<file path="src/rtl/byte_rx_framer_if.sv">
// Byte-stream in / word-stream out bundle for the RX framing stage.
// master = upstream byte source and word consumer; slave = framer.
interface byte_rx_framer_if #(
  parameter int unsigned BYTES = 4
);
  logic [7:0]         data_in;
  logic               valid_in;
  logic [8*BYTES-1:0] data_out;
  logic               valid_out;
  logic               locked;
  logic [7:0]         err_count;

  modport master (
    output data_in, valid_in,
    input  data_out, valid_out, locked, err_count
  );

  modport slave (
    input  data_in, valid_in,
    output data_out, valid_out, locked, err_count
  );
endinterface

</file>
<file path="src/rtl/byte_rx_framer.sv">
// RX framer: locks on the COM symbol, packs following bytes MSB-first into
// BYTES-wide words, drops lock after IDLE_TIMEOUT bubbles, counts truncated words.
module byte_rx_framer #(
  parameter logic [7:0]  COM          = 8'hBC,
  parameter int unsigned BYTES        = 4,
  parameter int unsigned IDLE_TIMEOUT = 16
) (
  input logic            CLK,
  input logic            RESET,
  byte_rx_framer_if.slave bus
);
  localparam int unsigned WORD_W = 8 * BYTES;
  localparam int unsigned CNT_W  = $clog2(BYTES + 1);
  localparam int unsigned IDLE_W = $clog2(IDLE_TIMEOUT + 1);

  typedef enum logic {SEARCH, LOCKED} state_t;

  state_t              state_q, state_d;
  logic [CNT_W-1:0]    byte_cnt_q, byte_cnt_d;
  logic [IDLE_W-1:0]   idle_q, idle_d;
  logic [WORD_W-1:0]   pack_q, pack_d;
  logic [WORD_W-1:0]   word_q, word_d;
  logic                valid_q, valid_d;
  logic                locked_q;
  logic [7:0]          err_q, err_d;

  always_ff @(posedge CLK or posedge RESET) begin
    if (RESET) begin
      state_q    <= SEARCH;
      byte_cnt_q <= '0;
      idle_q     <= '0;
      pack_q     <= '0;
      word_q     <= '0;
      valid_q    <= 1'b0;
      locked_q   <= 1'b0;
      err_q      <= '0;
    end else begin
      state_q    <= state_d;
      byte_cnt_q <= byte_cnt_d;
      idle_q     <= idle_d;
      pack_q     <= pack_d;
      word_q     <= word_d;
      valid_q    <= valid_d;
      locked_q   <= (state_d == LOCKED);
      err_q      <= err_d;
    end
  end

  always_comb begin
    state_d    = state_q;
    byte_cnt_d = byte_cnt_q;
    idle_d     = idle_q;
    pack_d     = pack_q;
    word_d     = word_q;
    valid_d    = 1'b0;
    err_d      = err_q;

    unique case (state_q)
      SEARCH: begin
        idle_d = '0;
        if (bus.valid_in && bus.data_in == COM) begin
          state_d    = LOCKED;
          byte_cnt_d = '0;
        end
      end
      LOCKED: begin
        if (bus.valid_in) begin
          idle_d = '0;
          if (bus.data_in == COM) begin
            // COM mid-word truncates the partial word
            if (byte_cnt_q != '0) begin
              byte_cnt_d = '0;
              if (err_q != 8'hFF) err_d = err_q + 8'd1;
            end
          end else begin
            for (int unsigned i = 0; i < BYTES; i++) begin
              if (byte_cnt_q == CNT_W'(i)) pack_d[WORD_W-8*(i+1) +: 8] = bus.data_in;
            end
            if (byte_cnt_q == CNT_W'(BYTES - 1)) begin
              word_d     = pack_d;
              valid_d    = 1'b1;
              byte_cnt_d = '0;
            end else begin
              byte_cnt_d = byte_cnt_q + CNT_W'(1);
            end
          end
        end else if (idle_q == IDLE_W'(IDLE_TIMEOUT - 1)) begin
          state_d    = SEARCH;
          idle_d     = '0;
          byte_cnt_d = '0;
        end else begin
          idle_d = idle_q + IDLE_W'(1);
        end
      end
    endcase
  end

  assign bus.data_out  = word_q;
  assign bus.valid_out = valid_q;
  assign bus.locked    = locked_q;
  assign bus.err_count = err_q;
endmodule

</file>
<file path="src/flat_wrapper.sv">
// flat-port wrapper written by rule: the top's interface ports become plain ports
module byte_rx_framer_flat 
#(
  parameter logic [7:0]  COM          = 8'hBC,
  parameter int unsigned BYTES        = 4,
  parameter int unsigned IDLE_TIMEOUT = 16
)
  (CLK, RESET, bus_data_in, bus_valid_in, bus_data_out, bus_valid_out, bus_locked, bus_err_count);
  byte_rx_framer_if #(.BYTES(BYTES)) bus_i ();
  input logic CLK;
  input logic RESET;
  input wire logic [$bits(bus_i.data_in)-1:0] bus_data_in;
  input wire logic [$bits(bus_i.valid_in)-1:0] bus_valid_in;
  output wire logic [$bits(bus_i.data_out)-1:0] bus_data_out;
  output wire logic [$bits(bus_i.valid_out)-1:0] bus_valid_out;
  output wire logic [$bits(bus_i.locked)-1:0] bus_locked;
  output wire logic [$bits(bus_i.err_count)-1:0] bus_err_count;
  assign bus_i.data_in = bus_data_in;
  assign bus_i.valid_in = bus_valid_in;
  assign bus_data_out = bus_i.data_out;
  assign bus_valid_out = bus_i.valid_out;
  assign bus_locked = bus_i.locked;
  assign bus_err_count = bus_i.err_count;
  byte_rx_framer #(.COM(COM), .BYTES(BYTES), .IDLE_TIMEOUT(IDLE_TIMEOUT)) u_core (.CLK(CLK), .RESET(RESET), .bus(bus_i));
endmodule
</file>
<file path="config.mk">
export PLATFORM = sky130hd
export DESIGN_NAME = byte_rx_framer_flat
export DESIGN_NICKNAME = d
export VERILOG_FILES = /design/src/rtl/byte_rx_framer_if.sv /design/src/rtl/byte_rx_framer.sv /design/src/flat_wrapper.sv
export SDC_FILE = /design/constraint.sdc
export NUM_CORES = 1
export LEC_CHECK = 0
export ABC_AREA = 1
export CORE_ASPECT_RATIO = 1.2
export CORE_UTILIZATION = 40
export CTS_BUF_LIST = sky130_fd_sc_hd__clkbuf_8
export CTS_CLUSTER_SIZE = 12
export DETAILED_ROUTE_END_ITERATION = 8
export PLACE_DENSITY_LB_ADDON = 0.05
export SKIP_CTS_REPAIR_TIMING = 1
export SKIP_LAST_GASP = 1
export SLEW_MARGIN = 20
export SYNTH_ARGS = -nofsm -noshare
export SYNTH_HDL_FRONTEND = slang
export SYNTH_SLANG_ARGS = --single-unit
</file>
<file path="constraint.sdc">
create_clock -name CLK -period 4.2 [get_ports CLK]
set_input_delay 1.05 -clock CLK [delete_from_list [all_inputs] [get_ports CLK]]
set_output_delay 1.05 -clock CLK [all_outputs]
set_load 0.02 [all_outputs]
</file>
[Word-level counts from Yosys, hierarchy flattened]
Cells that the tools add are included.
Cells by class
  equality and inequality tests: 9
  multiplexer cells: 22
  $add $sub $neg: 3
  bitwise logic cells: 2
  reduce and logical (&&, ||, !) cells: 7
Operators by type and width (number)
  2-to-1 mux 8 bit: 4
  2-to-1 mux 3 bit: 6
  2-to-1 mux 5 bit: 2
  one-hot mux 5 bit (2 select lines): 1
  adder 8 x 1 -> 8 bit, second input constant: 1
  == test 8 bit, second input constant: 1
  != test 8 bit, second input constant: 1
  2-to-1 mux 1 bit: 7
  == test 3 x 2 -> 1 bit, second input constant: 2
  one-hot mux 3 bit (2 select lines): 1
  AND reduction 3 bit: 2
  adder 5 x 1 -> 5 bit, second input constant: 1
  == test 5 x 4 -> 1 bit, second input constant: 1
  AND reduction 5 bit: 1
  != test 4 bit, second input constant: 1
  AND reduction 4 bit: 1
  adder 3 x 1 -> 3 bit, second input constant: 1
  == test 3 x 1 -> 1 bit, second input constant: 1
  logical NOT 3 bit: 1
  != test 3 bit, second input constant: 1
  nonzero test 3 bit: 1
  != test 2 x 1 -> 1 bit, second input constant: 1
  inverter 1 bit: 2
  one-hot mux 1 bit (2 select lines): 1
  logical AND 1 bit: 1
Word-level totals
  word-level logic and storage cells: 50
  bits of input ports: 11
  register bits after elaboration: 82

[Longest topological paths before layout]
  word-level depth: 5
  mapped depth: 9
  gate-level depth less buffers: 9

[Least setup slack after synthesis]
No wires, ideal clock.
  path kind: in2reg
  start: input port bus_valid_in
  end: register u_core.word_q[20], in the netlist u_core.bus.data_out[20]
  arrival time: 1.839 ns
  data required time: 4.079 ns
  setup slack: 2.240 ns
  stages: 8
  path through: buf_4 -> nand2_1 -> clkinv_2 -> nand2_4 -> buf_6 -> buf_6 -> o21ai_1 -> nand2_1
On the way
  cells in the longest elaborated chain, start to end: 1
RTL lines
  start, declared: line flat_wrapper.sv:13  | input wire logic [$bits(bus_i.valid_in)-1:0] bus_valid_in;
  AND reduction 4 bit (no source line)
  end signal, assigned: line byte_rx_framer.sv:42  | word_q <= word_d;
  end, declared: line byte_rx_framer.sv:22  | logic [WORD_W-1:0] word_q, word_d;
Every way passes these cells.
A chain may end at the register's enable or synchronous reset.

[Worst setup path after layout]
  start: input port bus_valid_in
  end: register u_core.word_q[15], in the netlist u_core.bus.data_out[15]
The elaborated chain is that of the path after synthesis.

==> insert_results.sql <==
INSERT INTO impl_metrics (metric_group, metric, value, unit) VALUES
('routing', 'routed-via-count', '2881', ''),
('routing', 'antenna_violating_nets_post_route', '0', ''),
('cts', 'worst_setup_hold_path_clk_slew', '0.08', 'ns'),
('cts', 'cts-root-to-sink-buffers', '2', ''),
('placed_design', 'hpwl', '5260', 'um'),
('logic_synthesis', 'syn_nets', '453', ''),
('die', 'die_area', '9260', 'um2'),
('worst_setup_path', 'worst_setup_path_start_kind', 'input pin', ''),
('die', 'initial_core_util', '41.2', '%'),
('worst_setup_path', 'critPathRequiredTime', '4.49', 'ns'),
('routing', 'drt-initial-drc-count', '146', ''),
('power', 'design_power_total', '2.49', 'mW'),
('status', 'result_of_the_run', 'complete, no violations', ''),
('layout', 'final_layout_size_suffix_gt1_share', '7.23', '%'),
('grt', 'overall_routing_resource_usage', '19.2', '%'),
('worst_setup_path', 'crit_top_cell', 'sky130_fd_sc_hd__nand2_1', ''),
('cts', 'tritoncts_num_sinks', '74', ''),
('cts', 'tritoncts.num_buffers', '9', ''),
('power', 'power_density', '577', 'nW/um2'),
('sta', 'finalCritPeriodShare', '69.3', '%'),
('power', 'power_leakage', '2.18', 'nW'),
('routing', 'routed_wl', '8100', 'um'),
('layout', 'fin_area', '4310', 'um2'),
('die', 'die_w', '88.0', 'um'),
('worst_setup_path', 'cp_slowest_cell', 'sky130_fd_sc_hd__clkdlybuf4s50_1', ''),
('layout', 'design.final.nets', '496', ''),
('grt', 'grt_max_degree', '75', ''),
('logic_synthesis', 'synthesis.instances', '436', ''),
('worst_setup_path', 'timing.critical_path.cells', 'clkdlybuf4s50_1 -> nand2_1 -> clkinv_2 -> nand2_4 -> nor2_4 -> buf_4 -> nand2_1 -> nand2_1', ''),
('routing', 'number_of_detailed_route_iterations_in_the_first_pass', '4', ''),
('worst_setup_path', 'critical_path_buf_inv_count', '3', ''),
('sta', 'layout_setup_ws', '1.29', 'ns'),
('sta', 'timing_worst_slew_pin_value', '0.933', 'ns'),
('grt', 'grt_pass1_wl', '13600', 'um'),
('sta', 'hold-worst-slack', '0.469', 'ns'),
('logic_synthesis', 'yosysWarningCount', '0', ''),
('placed_design', 'placed_cells_incl_taps', '585', ''),
('layout', 'fin_cells', '601', ''),
('placed_design', 'place_area', '4090', 'um2'),
('die', 'floorplan.die.height', '105', 'um'),
('placed_design', 'place.port_buffers', '52', ''),
('die', 'ios', '53', ''),
('sta', 'layout_min_cycle_time', '2.91', 'ns'),
('worst_setup_path', 'critPathMaxFanout', '37', ''),
('sta', 'fmax', '344', 'MHz'),
('logic_synthesis', 'synth.avg_cell_area', '8.14', 'um2'),
('sta', 'timing.clock.skew', '0.00707', 'ns'),
('sta', 'timing.final.setup_violations', '0', ''),
('logic_synthesis', 'synth_area', '3550', 'um2'),
('placed_design', 'globalplace.congestion', '0.767', ''),
('layout', 'n_fill_cell', '864', ''),
('worst_setup_path', 'setup.reg_to_reg.worst_slack', '1.93', 'ns'),
('sta', 'report.final.hold_viol_count', '0', ''),
('cts', 'htree_num_levels', '3', ''),
('cts', 'clk_latency', '0.35', 'ns'),
('routing', 'detail_route.wl_per_cell', '13.5', 'um'),
('worst_setup_path', 'crit_family', 'buffers and inverters', ''),
('placed_design', 'detailedPlace.worstSlack', '0.897', 'ns'),
('worst_setup_path', 'worst_path_class_setup', 'input pin to register', ''),
('layout', 'antenna_cells', '0', ''),
('layout', 'final_core_utilization', '50.1', '%'),
('die', 'design.core.area', '8610', 'um2'),
('logic_synthesis', 'synth_sequential_area_ratio', '52.2', '%'),
('sta', 'fin_setup_tns', '0', 'ns'),
('sta', 'rsz0062_at_grt', 'no', ''),
('grt', 'grt_pass1_vias', '2742', ''),
('grt', 'antenna_found_initial', '0', ''),
('routing', 'remaining_drc_errors', '0', ''),
('cts', 'clock_root_buffer', 'sky130_fd_sc_hd__clkbuf_8', ''),
('layout', 'syn_to_final_growth', '21.4', '%'),
('layout', 'area.sequential', '1850', 'um2');
==> power by group <==
| part | internal [mW] | total [mW] | leakage [nW] | switching, mW |
|---|---|---|---|---|
| Clock | 0.333 | 0.610 | 0.105 | 0.277 |
| Combinational | 0.355 | 0.838 | 1.09 | 0.483 |
| Sequential | 0.925 | 1.04 | 0.981 | 0.114 |
| Total | 1.61 | 2.49 | 2.18 | 0.874 |
==> area by class of cell <==
| cell class | instances | share of cell area (%) |
|---|---|---|
| repair buffers | 55 | 12.6 |
| clock inverters | 7 | 2.18 |
| well taps | 117 | 3.40 |
| inverters | 21 | 1.86 |
| flip-flops and latches | 74 | 43.0 |
| clock buffers | 9 | 2.87 |
| multi-input cells | 318 | 34.1 |
==> logic make-up after synthesis <==
| logic type | count (synthesis) | synth area share (%) |
|---|---|---|
| buf+inv | 44 | 6.45 |
| compound gates | 59 | 8.39 |
| xor+xnor | 3 | 0.740 |
| simple gates | 250 | 30.1 |
| fa+ha+maj | 6 | 2.11 |
| flops | 74 | 52.2 |
==> layout by cell type (no fill, tap or decap) <==
| cell | n |
|---|---|
| sky130_fd_sc_hd__nor2_1 | 10 |
| sky130_fd_sc_hd__nand3b_1 | 2 |
| sky130_fd_sc_hd__clkinv_4 | 1 |
| sky130_fd_sc_hd__clkinv_2 | 3 |
| sky130_fd_sc_hd__a21oi_1 | 1 |
| sky130_fd_sc_hd__nand2_2 | 3 |
| sky130_fd_sc_hd__nand3_1 | 40 |
| sky130_fd_sc_hd__nand2_4 | 3 |
| sky130_fd_sc_hd__nor3b_1 | 1 |
| sky130_fd_sc_hd__ha_1 | 6 |
| sky130_fd_sc_hd__buf_4 | 3 |
| sky130_fd_sc_hd__xnor2_1 | 1 |
| sky130_fd_sc_hd__nor2_4 | 4 |
| sky130_fd_sc_hd__clkdlybuf4s50_1 | 52 |
| sky130_fd_sc_hd__inv_2 | 5 |
| sky130_fd_sc_hd__nand4_1 | 3 |
| sky130_fd_sc_hd__xor2_1 | 2 |
| sky130_fd_sc_hd__o21a_1 | 1 |
| sky130_fd_sc_hd__o21ai_0 | 29 |
| sky130_fd_sc_hd__dfrtp_1 | 74 |
| sky130_fd_sc_hd__inv_1 | 15 |
| sky130_fd_sc_hd__nand2_1 | 182 |
| sky130_fd_sc_hd__clkbuf_8 | 9 |
| sky130_fd_sc_hd__and3_1 | 1 |
| sky130_fd_sc_hd__nor4_1 | 1 |
| sky130_fd_sc_hd__o21ai_1 | 28 |
| sky130_fd_sc_hd__clkinvlp_4 | 2 |
| sky130_fd_sc_hd__bufinv_16 | 2 |
==> metal layers <==
layer	GRT usage [%]	part of all wire, %	up-vias
met5	0	0	-
met4	6.32	1.4	0
met3	4.74	3.3	10
met2	29.6	46	43
met1	26.3	49	1344
li1	-	-	1484
==> state kept, by name, indices dropped and copies added (netlist names) <==
register and cells:
u_core.bus.err_count 8, u_core.bus.valid_out 1, u_core.idle_q 5, u_core.state_q 1
u_core.pack_q 24, u_core.bus.data_out 32, u_core.byte_cnt_q 3
==> final timing paths <==
| check | cells past startpoint | to | start |
|---|---|---|---|
| hold / removal | 1 | u_core.idle_q[0] | u_core.idle_q[0] |
| min in group asynchronous | 3 | u_core.bus.data_out[1] | RESET |
| setup reg to reg | 7 | u_core.bus.data_out[15] | u_core.state_q |
| max in group asynchronous | 3 | u_core.pack_q[11] | RESET |
| hold reg to reg | 1 | u_core.idle_q[0] | u_core.idle_q[0] |
| setup / recovery | 8 | u_core.bus.data_out[15] | bus_valid_in |
==> worst register-to-register path, stage by stage (launching register included) <==
cell and delay [ns]:
sky130_fd_sc_hd__dfrtp_1 0.66, sky130_fd_sc_hd__nand2_1 0.16, sky130_fd_sc_hd__clkinv_2 0.33, sky130_fd_sc_hd__nand2_4 0.33, sky130_fd_sc_hd__nor2_4 0.16, sky130_fd_sc_hd__buf_4 0.32
sky130_fd_sc_hd__nand2_1 0.16, sky130_fd_sc_hd__nand2_1 0.09
==> synth_stat cells (all sizes together) <==
master    n  area (um2)
nand2   188         733
dfrtp    74        1850
o21ai    57         285
nand3    40         200
inv      20        75.1
buf      14         115
nor2     14        82.6
clkbuf    9        33.8
ha        6        75.1
nand4     3        18.8
nand3b    2        15.0
xor2      2        17.5
a21oi     1        5.00
and3      1        6.26
clkinv    1        5.00
nor3b     1        7.51
nor4      1        6.26
o21a      1        7.51
xnor2     1        8.76
(Power assumes the default switching activity.)
